### src/rtl/div_sequencer_pkg.sv
// Shared definitions for the iterative divider: FSM encodings, div_op bit positions, default width.
package div_sequencer_pkg;

    localparam int DATA_W_DEF    = 32;
    localparam int DIV_OP_SIGNED = 0;
    localparam int DIV_OP_MOD    = 1;

    typedef enum logic [2:0] {
        ST_IDLE = 3'd0,
        ST_PREP = 3'd1,
        ST_CALC = 3'd2,
        ST_FIX  = 3'd3,
        ST_DONE = 3'd4
    } state_e;

endpackage

### src/rtl/div_step.sv
// One restoring-division iteration: shift {rem,quot} left, subtract divisor if it fits.
// Purely combinational; the sequencer applies it once per CALC cycle.
module div_step
    import div_sequencer_pkg::*;
#(
    parameter int DATA_W = DATA_W_DEF
) (
    input  logic [DATA_W:0]   rem_i,
    input  logic [DATA_W-1:0] quot_i,
    input  logic [DATA_W-1:0] divisor_i,
    output logic [DATA_W:0]   rem_o,
    output logic [DATA_W-1:0] quot_o
);

    logic [DATA_W+1:0] shifted;
    logic [DATA_W:0]   trial;
    logic              take;

    // The partial remainder always stays below the divisor, so the extra top bit only guards the compare.
    assign shifted = {rem_i, quot_i[DATA_W-1]};
    assign take    = shifted >= {2'b00, divisor_i};
    assign trial   = shifted[DATA_W:0] - {1'b0, divisor_i};
    assign rem_o   = take ? trial : shifted[DATA_W:0];
    assign quot_o  = {quot_i[DATA_W-2:0], take};

endmodule

### src/rtl/div_sequencer.sv
// Iterative div.w/div.wu/mod.w/mod.wu unit: DATA_W+3 cycles accept-to-result, 3 cycles on divide-by-zero.
// One op in flight; in_ready only in IDLE, result held while out_valid & ~out_ready; cancel aborts at any point.
module div_sequencer
    import div_sequencer_pkg::*;
#(
    parameter int DATA_W = DATA_W_DEF
) (
    input  logic              clk,
    input  logic              reset,
    input  logic              in_valid,
    output logic              in_ready,
    input  logic [1:0]        div_op,
    input  logic [DATA_W-1:0] src1,
    input  logic [DATA_W-1:0] src2,
    input  logic              cancel,
    output logic              busy,
    output logic              out_valid,
    input  logic              out_ready,
    output logic [DATA_W-1:0] result
);

    localparam int CNT_W = $clog2(DATA_W);
    localparam logic [CNT_W-1:0] CNT_LAST = CNT_W'(DATA_W - 1);

    state_e            state_q, state_d;
    logic [CNT_W-1:0]  cnt_q, cnt_d;
    logic [1:0]        op_q, op_d;
    logic [DATA_W-1:0] a_q, a_d;
    logic [DATA_W-1:0] b_q, b_d;
    logic [DATA_W:0]   rem_q, rem_d;
    logic [DATA_W-1:0] quot_q, quot_d;
    logic              q_neg_q, q_neg_d;
    logic              r_neg_q, r_neg_d;
    logic              dz_q, dz_d;
    logic [DATA_W-1:0] result_q, result_d;
    logic              out_valid_q, out_valid_d;

    logic [DATA_W:0]   step_rem;
    logic [DATA_W-1:0] step_quot;
    logic [DATA_W-1:0] a_mag, b_mag, q_fix, r_fix;

    div_step #(.DATA_W(DATA_W)) u_step (
        .rem_i     (rem_q),
        .quot_i    (quot_q),
        .divisor_i (b_q),
        .rem_o     (step_rem),
        .quot_o    (step_quot)
    );

    assign a_mag = (op_q[DIV_OP_SIGNED] && a_q[DATA_W-1]) ? -a_q : a_q;
    assign b_mag = (op_q[DIV_OP_SIGNED] && b_q[DATA_W-1]) ? -b_q : b_q;
    // Divide-by-zero keeps the all-ones quotient and raw dividend untouched.
    assign q_fix = (q_neg_q && !dz_q) ? -quot_q : quot_q;
    assign r_fix = (r_neg_q && !dz_q) ? -rem_q[DATA_W-1:0] : rem_q[DATA_W-1:0];

    always_ff @(posedge clk) begin
        if (reset) begin
            state_q     <= ST_IDLE;
            cnt_q       <= '0;
            op_q        <= '0;
            a_q         <= '0;
            b_q         <= '0;
            rem_q       <= '0;
            quot_q      <= '0;
            q_neg_q     <= 1'b0;
            r_neg_q     <= 1'b0;
            dz_q        <= 1'b0;
            result_q    <= '0;
            out_valid_q <= 1'b0;
        end else begin
            state_q     <= state_d;
            cnt_q       <= cnt_d;
            op_q        <= op_d;
            a_q         <= a_d;
            b_q         <= b_d;
            rem_q       <= rem_d;
            quot_q      <= quot_d;
            q_neg_q     <= q_neg_d;
            r_neg_q     <= r_neg_d;
            dz_q        <= dz_d;
            result_q    <= result_d;
            out_valid_q <= out_valid_d;
        end
    end

    always_comb begin
        state_d     = state_q;
        cnt_d       = cnt_q;
        op_d        = op_q;
        a_d         = a_q;
        b_d         = b_q;
        rem_d       = rem_q;
        quot_d      = quot_q;
        q_neg_d     = q_neg_q;
        r_neg_d     = r_neg_q;
        dz_d        = dz_q;
        result_d    = result_q;
        out_valid_d = out_valid_q;

        case (state_q)
            ST_IDLE: begin
                if (in_valid && !cancel) begin
                    op_d    = div_op;
                    a_d     = src1;
                    b_d     = src2;
                    q_neg_d = div_op[DIV_OP_SIGNED] && (src1[DATA_W-1] ^ src2[DATA_W-1]);
                    r_neg_d = div_op[DIV_OP_SIGNED] && src1[DATA_W-1];
                    state_d = ST_PREP;
                end
            end
            ST_PREP: begin
                cnt_d = '0;
                dz_d  = (b_q == '0);
                if (b_q == '0) begin
                    quot_d  = '1;
                    rem_d   = {1'b0, a_q};
                    state_d = ST_FIX;
                end else begin
                    quot_d  = a_mag;
                    rem_d   = '0;
                    b_d     = b_mag;
                    state_d = ST_CALC;
                end
            end
            ST_CALC: begin
                rem_d  = step_rem;
                quot_d = step_quot;
                cnt_d  = cnt_q + 1'b1;
                if (cnt_q == CNT_LAST) begin
                    state_d = ST_FIX;
                end
            end
            ST_FIX: begin
                result_d    = op_q[DIV_OP_MOD] ? r_fix : q_fix;
                out_valid_d = 1'b1;
                state_d     = ST_DONE;
            end
            ST_DONE: begin
                if (out_ready) begin
                    out_valid_d = 1'b0;
                    state_d     = ST_IDLE;
                end
            end
            default: state_d = ST_IDLE;
        endcase

        if (cancel) begin
            state_d     = ST_IDLE;
            out_valid_d = 1'b0;
        end
    end

    assign in_ready  = (state_q == ST_IDLE);
    assign busy      = (state_q != ST_IDLE);
    assign out_valid = out_valid_q;
    assign result    = result_q;

endmodule

### config.mk
export PLATFORM = sky130hd
export DESIGN_NAME = div_sequencer
export DESIGN_NICKNAME = d
export VERILOG_FILES = /design/src/rtl/div_sequencer_pkg.sv /design/src/rtl/div_step.sv /design/src/rtl/div_sequencer.sv
export SDC_FILE = /design/constraint.sdc
export NUM_CORES = 1
export LEC_CHECK = 0
export CELL_PAD_IN_SITES_DETAIL_PLACEMENT = 2
export CELL_PAD_IN_SITES_GLOBAL_PLACEMENT = 2
export CORE_MARGIN = 4
export CORE_UTILIZATION = 30
export DETAILED_ROUTE_END_ITERATION = 10
export PLACE_DENSITY_LB_ADDON = 0.1
export SLEW_MARGIN = 20
export SYNTH_ARGS = -nofsm -noshare
export SYNTH_HDL_FRONTEND = slang
export SYNTH_SLANG_ARGS = --single-unit
### constraint.sdc
create_clock -name clk -period 3.6 [get_ports clk]
set_input_delay 0.36 -clock clk [delete_from_list [all_inputs] [get_ports clk]]
set_output_delay 0.36 -clock clk [all_outputs]
set_load 0.02 [all_outputs]
==> summary.md, run 1 <==
| Metric | Value |
|---|---|
| Worst hold path cell count | `2` |
| Share of cells above drive strength 1 | `8.17%` |
| Row count | `72` |
| Non-Filler Instances | `2231` |
| Total global-route track usage | `25.0%` |
| P per Cell Area | `402 nW/µm²` |
| Prevailing post-synth register cell | `dfxtp_1` |
| Layout Utilization | `36.9%` |
| DRT Wirelength | `55600 µm` |
| Clk sinks | `175` |
| H-tree depth | `4` |
| CP Buf/Inv Count | `2` |
| CP startpoint kind | `flop` |
| Critical Path RT | `4000 ps` |
| CTS buffer count | `17` |
| Critical Path Fanout Max | `9` |
| Syn. warnings | `0` |
| Crit path DAT | `3720 ps` |
| WP depth | `11` |
| Most used cell, CP | `nand3_1` |
| Post-DP HPWL | `43100 µm` |
| First-pass detailed-route iteration total | `5` |
| Worst slack, placed | `206 ps` |
| Slowest Stage Delay on Critical Path | `500 ps` |
| Dpl cells | `2197` |
| Routability Congestion | `0.892` |
| Core box area | `39100 µm²` |
| FF+latch count, synth | `175` |
| Critical R2R Launch | `b_q[21]` |
| Post-synth EDFFs | `0` |
| Area contributors post-synth | `dfxtp_1, a21oi_1, nand2_1` |
| DR WL/cell | `24.9 µm` |
| Max Cap Violations | `0` |
| Setup Crit Path Kind | `flop to flop` |
| Worst skew pair latency | `460 ps` |
| Post-synth ARST share | `0%` |
| Clock Tree Buf Depth | `2` |
| Final Hold Viols | `0` |
| Via/cell ratio | `5.83` |
| Seq/Total Area, Yosys | `29.2%` |
| Worst-path cell with the longest stage delay | `a311oi_4` |
| Synth area leader | `dfxtp_1` |
| Area after DPL | `13800 µm²` |
| Cell family with most CP delay | `simple AND/OR/NAND/NOR gates` |
| Final Cycle Share | `92.2%` |
| Worst slew margin | `35.7%` |
| N_diodes | `0` |
| DIE AREA | `43200 µm²` |
| Endpoints failing setup | `0` |
| First-pass GRT wire length | `84600 µm` |
| NumNets Final | `1810` |
| FF-to-FF setup slack | `280 ps` |
| Top Ports | `106` |
| R2R depth | `11` |
| CTS tree | `yes` |
| Max-slew violations | `0` |
| Critical Path End Type | `flop` |
| RSZ-0062 raised after global routing | `no` |
| F_max | `301 MHz` |
| # DRC | `0` |
| Metal3 WL | `2610 µm` |
| Hold_ws | `254 ps` |
| Hold_sp | `reset` |
| Final Total Pwr | `5.80 mW` |
| Pin count of the biggest net entering global routing | `83` |
| CTS clock-pin slew for the worst setup and hold paths | `70 ps` |
| Final Skew | `16.1 ps` |
| Mean Syn Cell Area | `7.38 µm²` |
| Critical-path cell list | `inv_1 > ha_2 > nand2_1 > nor4_2 > and3_1 > nand3_1 > a311oi_4 > nor2_1 > buf_4 > or4_1 > nand3_1` |
| Status | `completed` |
| CP startpoint | `b_q[21]` |
| Wl on met1 | `27100 µm` |
| Post-DRT Antenna Nets | `0` |
| Post-Syn Nets | `1733` |
| Post-route cell area | `14400 µm²` |
| DR top layer | `met4` |
| Layout area overhead | `20.3%` |
| Global route overflow | `0` |
| Pleak | `5.22 nW` |
| CTS Hold Buffers Added | `0` |
| Vias | `13000` |
| Setup ws final | `281 ps` |
| DR iter-0 viols | `949` |
| Vias in the first global route | `13400` |
| Starting density of the core | `30.6%` |
| Post-Syn Area | `12000 µm²` |
| Post-synth cell types | `82` |
| Initial antenna violation count | `0` |
| Worst Hold Class | `primary input to flop` |
| Number of port buffers | `105` |
| Synth top area share | `29.2%` |
| Clk Tree Root Cell | `clkbuf_16` |
| Die W | `208 µm` |
| Slew at the pin closest to its max-slew limit | `965 ps` |
| Post-synthesis cell count | `1623` |
| Peak supply drop | `0.283 mV` |
| Met2 WL | `24600 µm` |
| Die Span Y | `208 µm` |
| Setup TNS | `0 ps` |
| Final min period | `3320 ps` |
sequential cells by signal, summed over array words and instances, names as in the netlist:
register,count
rem_q,33
cnt_q,5
a_q,32
result,32
b_q,32
op_q,2
out_valid,1
r_neg_q,1
state_q,3
dz_q,1
quot_q,32
q_neg_q,1
synthesized netlist by cell type, types with 12 or more instances:
master	n
a211oi_1	43
a21boi_0	12
a21o_1	20
a21oi_1	179
a31oi_1	26
clkbuf_1	105
dfxtp_1	175
ha_1	38
inv_1	50
nand2_1	211
nand3_1	57
nand4_1	19
nor2_1	126
nor3_1	38
nor4_1	22
o211ai_1	24
o21ai_0	61
o21ai_1	15
o22ai_1	42
o31ai_1	21
o41ai_1	14
or3_1	16
or4_1	13
xnor2_1	56
xor2_1	54
worst register-to-register path, cell delays in order, from the launching register on:
cell      delay [ps]
dfxtp_1          460
inv_1            120
ha_2             440
nand2_1          150
nor4_2           320
and3_1           200
nand3_1          180
a311oi_4         500
nor2_1           110
buf_4            210
or4_1            500
nand3_1           80
placed cells by master, fill, tap and decap left out, drive strengths merged, types with 38 or more instances in the layout:
cell           count
xor2              54
clkdlybuf4s50    104
a211oi            43
xnor2             56
inv               57
nor3              39
o22ai             42
ha                38
nand3             57
nor2             127
nand2            211
o21ai             76
buf               77
a21oi            179
dfxtp            175
final cells by class:
type / count / area (µm²)
inverter: 51 / 191
fill: 4620 / 24700
tap: 518 / 648
multi-input combinational: 1274 / 7860
timing repair buffer: 181 / 1630
clock buffer: 19 / 433
clock inverter: 13 / 150
sequential: 175 / 3500
kinds of logic after synthesis:
group / synth area share (%)
AOI/OAI and AO/OA: 29.4
adders and majority gates: 4.14
xor gates and xnor gates: 8.04
muxes: 0.585
buffers and inverters: 5.59
DFF: 29.2
and+or+nand+nor: 23.0
what timing repair did:
action	CTS	global route
endpoints found under the setup margin	0	17
gates resized for setup	0	5
hold endpoints to repair	0	0
setup buffers	0	2
path summary, 6_finish.rpt:
| check | endpoint |
|---|---|
| setup / recovery | rem_q[21] |
| hold / removal | rem_q[19] |
| setup reg to reg | rem_q[21] |
| hold reg to reg | result[9] |
power breakdown:
group / total, mW / switching [mW] / internal, mW / leakage [nW]
Clock: 1.95 / 0.913 / 1.04 / 0.268
Combinational: 1.70 / 1.07 / 0.623 / 3.53
Sequential: 2.15 / 0.140 / 2.01 / 1.42
metal layers:
| metal | GRT usage [%] | vias up |
|---|---|---|
| met5 | 0 | - |
| met4 | 7.00 | 0 |
| met3 | 4.25 | 61 |
| met2 | 39.1 | 278 |
| met1 | 35.5 | 6572 |
| li1 | - | 6086 |
Note: power is estimated with default switching activity, not from simulation.
==> inputs of run 2 (changes only) <==
CORE_UTILIZATION = 34   (was 30)
==> summary.md, run 2 (same netlist as run 1, synthesis figures left out) <==
| Metric | Value |
|---|---|
| Hold_sp | `src1[6]` |
| Peak supply drop | `0.334 mV` |
| Comb power frac | `29.5%` |
| First-pass GRT wire length | `85100 µm` |
| First-pass detailed-route iteration total | `6` |
| CTS clock-pin slew for the worst setup and hold paths | `80 ps` |
| Core box area | `34600 µm²` |
| Routability Congestion | `0.871` |
| Die W | `196 µm` |
| Number of port buffers | `105` |
| Non-Filler Instances | `2169` |
| Share of cells above drive strength 1 | `8.40%` |
| # DRC | `0` |
| Worst hold path cell count | `3` |
| Worst slew margin | `36.3%` |
| CTS Hold Buffers Added | `0` |
| NetSw | `2.15 mW` |
| Clock power share | `33.7%` |
| Setup ws final | `246 ps` |
| Slowest Stage Delay on Critical Path | `490 ps` |
| Worst skew pair latency | `470 ps` |
| Critical Path Fanout Max | `9` |
| Global route overflow | `0` |
| Pin count of the biggest net entering global routing | `70` |
| Vias | `13200` |
| Commonest non-fill, non-tap cell in the layout | `nand2_1` |
| Total global-route track usage | `28.3%` |
| P_int | `3.71 mW` |
| P per Cell Area | `407 nW/µm²` |
| CTS buffer count | `17` |
| Reg2reg end | `rem_q[1]` |
| DR WL/cell | `25.5 µm` |
| Die Span Y | `196 µm` |
| Worst slack, placed | `103 ps` |
| Row count | `68` |
| Post-DP HPWL | `42300 µm` |
| Starting density of the core | `34.6%` |
| Top Ports | `106` |
| Register share of total power | `36.8%` |
| Clock Tree Buf Depth | `2` |
| FF-to-FF setup slack | `250 ps` |
| Critical Path End Type | `flop` |
| Dpl cells | `2134` |
| DR iter-0 viols | `1061` |
| Worst Hold Class | `primary input to flop` |
| H-tree depth | `4` |
| F_max | `298 MHz` |
| Max Cap Violations | `0` |
| Initial antenna violation count | `2` |
| Post-route cell area | `14400 µm²` |
| Endpoints failing setup | `0` |
| Switch share | `36.7%` |
| Fill cell count | `4043` |
| NumNets Final | `1811` |
| Commonest non-fill, non-tap cells in the layout | `nand2_1, a21oi_1, dfxtp_1, nor2_1, clkdlybuf4s50_1` |
| Clk Tree Root Cell | `clkbuf_16` |
| Final Total Pwr | `5.86 mW` |
| CP startpoint kind | `flop` |
| Clk sinks | `175` |
| Setup Crit Path Kind | `flop to flop` |
| R2R depth | `11` |
| Layout area overhead | `20.3%` |
| Setup TNS | `0 ps` |
| Final Skew | `13.2 ps` |
| DIE AREA | `38300 µm²` |
| CTS tree | `yes` |
| Critical R2R Launch | `b_q[21]` |
| Final min period | `3350 ps` |
| DRT Wirelength | `55400 µm` |
| Area after DPL | `13700 µm²` |
| Top reg by flops | `rem_q` |
| Status | `completed` |
| N_diodes | `0` |
| Final Hold Viols | `0` |
| Cell family with most CP delay | `simple AND/OR/NAND/NOR gates` |
| Final Cycle Share | `93.2%` |
| RSZ-0062 raised after global routing | `no` |
| Vias in the first global route | `13600` |
| Critical Path RT | `3960 ps` |
| Pleak | `5.27 nW` |
| Crit path DAT | `3710 ps` |
| Slew at the pin closest to its max-slew limit | `953 ps` |
| Max-slew violations | `0` |
| Largest register FFs | `33` |
| Via/cell ratio | `6.10` |
| Hold Path End | `a_q[6]` |
| Critical-path cell list | `inv_1 > ha_2 > nand2_1 > nor4_4 > and3_1 > nand3_1 > a311oi_4 > or2_1 > buf_4 > a21oi_1 > a221oi_1` |
| Post-DRT Antenna Nets | `0` |
| CP Buf/Inv Count | `2` |
| Worst-path cell with the longest stage delay | `dfxtp_1` |
[run 2: worst max path at each step]
stage                 start        end  slack, ps  depth (start not counted)
finish              b_q[21]   rem_q[1]        250                         11
global route         b_q[5]  rem_q[29]         20                         11
CTS                 b_q[24]   rem_q[1]         40                         11
detailed placement   b_q[1]    b_q[26]        100                          9
global placement     b_q[1]    b_q[26]        250                          9
floorplan           b_q[21]  rem_q[19]        690                         12
[run 2: stage by stage]
step / hold WS [ps] / util [%]
CTS: 428 / 41.5
finish: 437 / 41.6
floorplan: 439 / -
global route: 457 / 41.6
global placement: 440 / 39.7
detailed placement: 451 / 39.7
[run 2: layout make-up]
| class | count | area [µm²] | area share (%) |
|---|---|---|---|
| clock inverters | 14 | 154 | 1.07 |
| well taps | 455 | 569 | 3.95 |
| repair buffers | 182 | 1680 | 11.6 |
| multi-input cells | 1274 | 7870 | 54.6 |
| inverters | 51 | 191 | 1.33 |
| flip-flops and latches | 175 | 3500 | 24.3 |
| clock buffers | 18 | 439 | 3.05 |
[run 2: what timing repair did]
| item | 4_1_cts | 5_1_grt |
|---|---|---|
| resized for setup | 0 | 7 |
| setup endpoints to repair | 1 | 24 |
| pin swaps | 1 | 1 |
| buffers inserted | 2 | 1 |
[run 2: worst reg2reg max path, stage by stage (launching register included)]
cell and delay [ps]:
dfxtp_1 490, inv_1 90, ha_2 440, nand2_1 180, nor4_4 350, and3_1 230, nand3_1 200, a311oi_4 410
or2_1 230, buf_4 190, a21oi_1 100, a221oi_1 330
[run 2: power groups by stage]
stage	clock network, mW	logic (mW)	registers [mW]
CTS	2.00	1.69	2.15
global placement	0	1.62	2.19
finish	1.97	1.73	2.16
detailed placement	0	1.66	2.20
floorplan	0	1.05	2.14
global route	2.07	1.88	2.17
[run 2: per-layer routing]
metal | share of wire [%] | wire (µm) | up-vias | GRT usage [%]
li1 | - | - | 6102 | -
met1 | 48 | 26400 | 6782 | 40.1
met2 | 46 | 25500 | 309 | 46.5
met3 | 4.9 | 2710 | 39 | 3.80
met4 | 1.2 | 661 | 2 | 5.20
met5 | 0.023 | 13 | - | 0
